--- src/rtl/eigen_serializer.sv ---
// eigen_serializer: captures a NUM_BYTES result vector and streams it out byte-wise over ready/valid.
// Optional trailing XOR checksum byte when SERIALIZER_CHECKSUM_EN is defined.
module eigen_serializer #(
  parameter int NUM_BYTES = 13
) (
  input  logic                      clk,
  input  logic                      rst,
  input  logic [NUM_BYTES-1:0][7:0] axiid,
  input  logic                      axiiv,
  output logic                      axiir,
  output logic [7:0]                axiod,
  output logic                      axiov,
  input  logic                      axior,
  output logic                      axiol
);
  localparam int IW = $clog2(NUM_BYTES);
  localparam logic [IW-1:0] LAST = IW'(NUM_BYTES - 1);
`ifdef SERIALIZER_CHECKSUM_EN
  typedef enum logic [1:0] {IDLE, SEND, CSUM} state_t;
`else
  typedef enum logic [1:0] {IDLE, SEND} state_t;
`endif
  state_t state, state_n;
  logic [1:0] rst_q;
  logic rst_s_n;
  logic [NUM_BYTES-1:0][7:0] frame;
  logic [IW-1:0] idx;
  logic take;
  // asynchronous assertion, release synchronised to clk
  always_ff @(posedge clk or negedge rst)
    if (!rst) rst_q <= 2'b00;
    else rst_q <= {rst_q[0], 1'b1};
  assign rst_s_n = rst_q[1];
  assign take = axiov && axior;
  always_ff @(posedge clk or negedge rst_s_n)
    if (!rst_s_n) state <= IDLE;
    else state <= state_n;
  always_comb begin
    state_n = state;
    if (state == IDLE && axiiv) state_n = SEND;
`ifdef SERIALIZER_CHECKSUM_EN
    else if (state == SEND && take && idx == LAST) state_n = CSUM;
    else if (state == CSUM && take) state_n = IDLE;
`else
    else if (state == SEND && take && idx == LAST) state_n = IDLE;
`endif
  end
  always_ff @(posedge clk or negedge rst_s_n)
    if (!rst_s_n) begin
      frame <= '0;
      idx   <= '0;
    end else if (state == IDLE) begin
      if (axiiv) begin
        frame <= axiid;
        idx   <= '0;
      end
    end else if (state == SEND && take) begin
      idx <= (idx == LAST) ? '0 : idx + 1'b1;
    end
  assign axiir = (state == IDLE);
  assign axiov = (state != IDLE);
`ifdef SERIALIZER_CHECKSUM_EN
  logic [7:0] csum;
  always_ff @(posedge clk or negedge rst_s_n)
    if (!rst_s_n) csum <= 8'h00;
    else if (state == IDLE && axiiv) csum <= 8'h00;
    else if (state == SEND && take) csum <= csum ^ frame[idx];
  assign axiod = (state == SEND) ? frame[idx] : (state == CSUM) ? csum : 8'h00;
  assign axiol = (state == CSUM);
`else
  assign axiod = (state == SEND) ? frame[idx] : 8'h00;
  assign axiol = (state == SEND) && (idx == LAST);
`endif
endmodule

--- config.mk ---
export PLATFORM = sky130hd
export DESIGN_NAME = eigen_serializer
export DESIGN_NICKNAME = d
export VERILOG_FILES = /design/src/rtl/eigen_serializer.sv
export SDC_FILE = /design/constraint.sdc
export NUM_CORES = 1
export LEC_CHECK = 0
export ABC_AREA = 1
export BUFFER_PORTS_ARGS = -buffer_cell sky130_fd_sc_hd__buf_2
export CORE_MARGIN = 2
export CORE_UTILIZATION = 50
export CTS_CLUSTER_DIAMETER = 200
export CTS_CLUSTER_SIZE = 24
export DETAILED_ROUTE_END_ITERATION = 10
export GPL_TIMING_DRIVEN = 0
export PLACE_DENSITY = 0.74
export SLEW_MARGIN = 0
export SYNTH_ARGS = -nofsm -noshare
export SYNTH_HDL_FRONTEND = slang
export SYNTH_SLANG_ARGS = --single-unit
--- constraint.sdc ---
create_clock -name clk -period 4.9 [get_ports clk]
set_clock_uncertainty 0.05 [all_clocks]
set_input_delay 0.98 -clock clk [delete_from_list [all_inputs] [get_ports clk]]
set_output_delay 0.98 -clock clk [all_outputs]
set_load 0.05 [all_outputs]
==> flow_summary.json, run 1 <==
{
  "finalPower_mw": 3.99,
  "vias_in_the_first_global_route": 4805,
  "hp-class": "input pin to async pin",
  "wire_per_inst_um": 14.1,
  "synth.cell_area_sq_um": 5390,
  "postPlaceCellArea_sq_um": 6180,
  "fmaxAchievable_mhz": 319,
  "n_fill_cell": 1004,
  "period_needed_ns": 3.13,
  "detail-route-antenna-nets": 0,
  "gp_weighted_congestion": 0.920,
  "timing.max_slew.rel_slack_pct": 49.8,
  "place.port_buffers": 118,
  "areaGrowthSynthToFinish_pct": 18.1,
  "num-nets-final": 966,
  "dominantRegCellSynth": "dfrtp_1",
  "worst_r2r_setup_slack_ns": 3.16,
  "final_cell_area_sq_um": 6360,
  "critPathRequiredTime_ns": 3.87,
  "run_status": "complete, no violations",
  "end_kind": "primary output",
  "gr-total-overflow": 0,
  "core_area_sq_um": 10400,
  "grt_util_all_layers_pct": 25.3,
  "cts_tree": "built",
  "synth_area_per_cell_sq_um": 7.42,
  "number_of_buffers_created_by_cts": 9,
  "cp.buffers_inverters": 5,
  "netlist-cell-type-count": 21,
  "first_iter_violations": 271,
  "clock_tree.buffer_depth": 2,
  "fp.dieArea_sq_um": 11600,
  "tritoncts_num_sinks": 111,
  "final_hold_viol_count": 0,
  "maxCapViolations": 0,
  "routed_wl_um": 14000,
  "synth_top_cells_by_count": "nand2_1, dfrtp_1, inv_1, nand3_1, o21ai_0",
  "power_density_nw_per_um2": 627,
  "timing.final.max_slew_violations": 0,
  "final-setup-viol-count": 0,
  "drt-vias-per-instance": 4.98,
  "synth_top_cell_area_share_pct": 51.5,
  "grt_antenna_before_repair": 0,
  "std_cell_rows": 37,
  "io-pin-count": 119,
  "cell_type_group_with_the_largest_total_delay_on_the_critical_path": "buffers and inverters",
  "worst_slew_pin_slew_ns": 0.753,
  "first_pass_iters": 5,
  "die_width_um": 108,
  "worst_path_largest_cell_delay_ns": 0.41,
  "grt_pass1_wl_um": 22700,
  "synthTopCellsByArea": "dfrtp_1, nand2_1, nand3_1",
  "worstPathMaxFanout": 10,
  "critPathArrivalTime_ns": 2.10,
  "antenna_cells_inserted": 0,
  "clk_pin_slew_ns": 0.11,
  "setup.worst_path.start_class": "flop",
  "synthesis.nets": 836,
  "yosysWarnings": 0,
  "finalSetupTns_ns": 0,
  "final.period_utilization_pct": 63.9,
  "hpwl_um": 10400,
  "initial_cell_density_of_the_core_pct": 51.7,
  "max_rail_drop_vdd_uv": 256,
  "number_of_register_bits_inferred_by_synthesis": 111,
  "clockRootBuffer": "clkbuf_8",
  "worstSkewPairLatency_ns": 0.38,
  "die_height_um": 108,
  "cts-hold-fix-buffers": 0,
  "grt_setup_unrepaired": "no",
  "total_leakage_power_nw": 3.53,
  "worstSetupPathType": "flop to primary output",
  "detailroute.via_count": 4965,
  "clock_tree.htree_level_count": 3,
  "slowest_stage": "dfrtp_1",
  "yosysTopAreaCell": "dfrtp_1",
  "post_cts_resized": 0,
  "grt_start_max_net_pins": 57,
  "syn-instance-count": 726,
  "synth.most_common_cell": "nand2_1",
  "post-cts-setup-buffers": 0,
  "async_reset_ff_share_pct": 100,
  "cell_mode_on_critical_path": "buf_6",
  "drc": 0,
  "fin_util_pct": 61.1,
  "crit_chain": "buf_6 -> inv_4 -> buf_6 -> buf_6 -> nand2_1 -> nand3_1 -> nand3_1 -> nand2_1 -> nor2_1 -> nor2_1 -> buf_2",
  "fin_hold_ws_ns": 0.308,
  "synth-seq-area-share_pct": 51.5,
  "synth-edff-count": 0,
  "layout-drive-gt1-share_pct": 20.0
}
-- placed cells by master, fill, tap and decap left out, types with 3 or more instances in the layout --
cell / n
inv_2: 3
nand3_1: 59
clkbuf_1: 12
buf_6: 3
a21oi_1: 11
inv_1: 59
nand2_1: 352
o21ai_0: 58
dfrtp_1: 110
buf_2: 132
buf_4: 14
clkbuf_8: 10
nor2_1: 20
-- logic make-up (layout without fill, tap and decap cells) --
group / count (synthesis) / after routing / synth area share [%]
and+or+nand+nor: 433 / 433 / 31.8
xor gates and xnor gates: 2 / 2 / 0.325
AOI/OAI and AO/OA: 71 / 71 / 6.64
DFF: 111 / 111 / 51.5
adders and majority gates: 2 / 2 / 0.464
buffers and inverters: 106 / 241 / 9.15
other: 1 / 1 / 0.0696
-- flip-flops by register name (all words and copies together), names as in the netlist --
name,cells
frame,104
idx,4
rst_q,2
state,1
-- metrics by stage --
stage	setup slack, ns	cells
floorplan	1.53	726
global placement	0.446	980
detailed placement	2.18	981
CTS	1.76	997
global route	1.62	997
finish	1.77	997
-- report_power, final --
group	total (mW)	internal, mW	switching, mW
clock	0.527	0.204	0.323
sequential	1.54	1.35	0.190
combinational	1.92	0.610	1.31
-- final cells by class --
class	count	area, sq um	share of cell area [%]
Buffer	43	254	3.99
Clock buffer	11	141	2.22
Clock inverter	5	40.0	0.629
Inverter	63	239	3.76
Multi-Input combinational cell	509	2120	33.3
Sequential cell	111	2780	43.7
Tap cell	136	170	2.67
Timing Repair Buffer	119	618	9.71
-- layer usage --
metal | share of wire [%] | up-vias | track usage, %
met3 | 5.9 | 20 | 2.72
met2 | 47 | 173 | 41.7
met1 | 45 | 2288 | 35.4
met5 | 0 | - | 0
li1 | - | 2484 | -
met4 | 1.8 | 0 | 7.78
-- worst reg2reg max path, cell delays in order, from the launching register on --
cell	delay, ns
dfrtp_1	0.46
nor2_2	0.45
buf_4	0.33
buf_4	0.21
nand2_1	0.10
nand2_1	0.08
-- worst paths after layout --
kind	start	endpoint	cells after the start
hold / removal	rst	rst_q[1]	1
setup / recovery	idx[0]	axiod[2]	11
max in group asynchronous	rst_q[1]	frame[78]	1
min in group clk	rst_q[0]	rst_q[1]	0
hold reg to reg	rst_q[0]	rst_q[1]	0
setup reg to reg	state[0]	frame[30]	5
(Power assumes the default switching activity.)
==> inputs of run 2 (changes only) <==
Clock period 4.9 ns to 3.1 ns, I/O delays scaled along.
==> flow_summary.json, run 2 (synthesis gave the netlist of run 1 again) <==
{
  "fp.dieArea_sq_um": 11600,
  "tritoncts_num_sinks": 111,
  "largest_register_ff_count": 104,
  "max_flop_register": "frame",
  "max_rail_drop_vdd_uv": 430,
  "worstSetupPathType": "flop to primary output",
  "cts_tree": "built",
  "dr_wl_met2_um": 6540,
  "grt_setup_unrepaired": "no",
  "clk_pin_slew_ns": 0.10,
  "final_hold_viol_count": 0,
  "critPathRequiredTime_ns": 2.43,
  "fmaxAchievable_mhz": 359,
  "final_cell_area_sq_um": 6370,
  "die_width_um": 108,
  "grt_pass1_wl_um": 22900,
  "layout.cells.most_common_list": "nand2_1, buf_2, dfrtp_1",
  "register_area_sq_um": 2780,
  "finalPower_mw": 6.29,
  "m1WireLength_um": 6490,
  "end_kind": "primary output",
  "timing.max_slew.rel_slack_pct": 58.3,
  "worstSkewPairLatency_ns": 0.38,
  "period_needed_ns": 2.79,
  "total_leakage_power_nw": 3.52,
  "first_iter_violations": 309,
  "finalSetupTns_ns": 0,
  "postPlaceCellArea_sq_um": 6180,
  "grt_antenna_before_repair": 0,
  "die_height_um": 108,
  "grt_start_max_net_pins": 65,
  "run_status": "complete, no violations",
  "hpwl_um": 10500,
  "clock_tree.buffer_depth": 2,
  "initial_cell_density_of_the_core_pct": 51.7,
  "wire_per_inst_um": 14.0,
  "worst_r2r_setup_slack_ns": 1.42,
  "worst_slew_pin_slew_ns": 0.626,
  "number_of_buffers_created_by_cts": 9,
  "critical_path.reg2reg.endpoint": "frame[72]",
  "setup.worst_path.start_class": "flop",
  "reg_top3": "frame: 104 flops, idx: 4 flops, rst_q: 2 flops",
  "timing.final.max_slew_violations": 0,
  "power_density_nw_per_um2": 987,
  "areaGrowthSynthToFinish_pct": 18.3,
  "drt-vias-per-instance": 4.96,
  "logic_depth_of_the_worst_register_to_register_path": 5,
  "grt_util_all_layers_pct": 25.4,
  "worstPathMaxFanout": 10,
  "place.port_buffers": 118,
  "detailroute.via_count": 4946,
  "post-cts-setup-buffers": 0,
  "hp-class": "flop to async pin",
  "multi_input_area_sq_um": 2120,
  "final-setup-viol-count": 0,
  "gr-total-overflow": 0,
  "n_fill_cell": 1017,
  "layout-drive-gt1-share_pct": 20.1,
  "vias_in_the_first_global_route": 4864,
  "r2r-start": "state[0]",
  "post_cts_resized": 0,
  "maxCapViolations": 0,
  "final.period_utilization_pct": 89.9,
  "layout.cells.most_common": "nand2_1",
  "std_cell_rows": 37,
  "io-pin-count": 119,
  "clockRootBuffer": "clkbuf_8",
  "critPathArrivalTime_ns": 2.12,
  "antenna_cells_inserted": 0,
  "first_pass_iters": 5,
  "gp_weighted_congestion": 0.925,
  "detail-route-antenna-nets": 0,
  "drc": 0,
  "routed_wl_um": 14000,
  "num-nets-final": 967,
  "routed-wl-met3_um": 694,
  "core_area_sq_um": 10400,
  "highest-signal-layer": "met4",
  "clock_tree.htree_level_count": 3
}
-- run 2: cell count changes in the layout (fill, tap and decap cells not counted), sizes merged --
| cell | delta |
|---|---|
| clkinvlp | +3 |
| inv | -2 |
| clkinv | -1 |
| dlygate4sd3 | +1 |
-- run 2: timing repair --
action | CTS | global route
endpoints found under the hold margin | 2 | 0
hold buffers | 1 | 0
endpoints found under the setup margin | 0 | 0
-- run 2: final cells by class --
cell class              instances  area share [%]
plain buffers                  43            3.98
well taps                     136            2.67
inverters                      63            3.75
repair buffers                120            9.85
clock buffers                  11            2.37
multi-input cells             509            33.2
flip-flops and latches        111            43.6
clock inverters                 5           0.510
-- run 2: worst max-delay path, stage by stage, from the launching register on --
cell and delay (ns):
dfrtp_1 0.41, buf_6 0.14, inv_4 0.06, buf_6 0.14, buf_6 0.16, nand2_1 0.06, nand3_1 0.08, nand3_1 0.10
nand2_1 0.11, nor2_1 0.06, nor2_1 0.14, buf_2 0.29
-- run 2: stage by stage --
step	instances	utilization (%)	hold WS [ns]	setup slack, ns
2_1_floorplan	726	-	0.274	0.411
3_3_place_gp	980	59.1	0.286	0.603
3_5_place_dp	981	59.3	0.301	0.749
4_1_cts	998	61.2	0.324	0.324
5_1_grt	998	61.2	0.327	0.203
6_report	998	61.2	0.308	0.314
-- run 2: per-layer routing --
layer  track usage, %  vias up
li1                 -     2483
met1             35.3     2284
met2             41.8      159
met3             2.66       20
met4             8.24        0
met5                0        -
-- run 2: worst max-delay path by stage --
stage               startpoint        end  slack [ns]  depth (start not counted)
CTS                     idx[0]   axiod[4]        0.32                         10
floorplan             state[0]      axiol        0.41                          3
global route            idx[0]   axiod[6]        0.20                         10
finish                  idx[0]   axiod[2]        0.31                         11
global placement      rst_q[1]  frame[81]        0.60                          0
detailed placement      idx[0]   axiod[4]        0.75                         10
-- run 2: report_power, final --
part / total [mW] / internal (mW) / switching [mW]
sequential: 2.43 / 2.13 / 0.304
clock: 0.832 / 0.334 / 0.498
combinational: 3.03 / 0.964 / 2.06
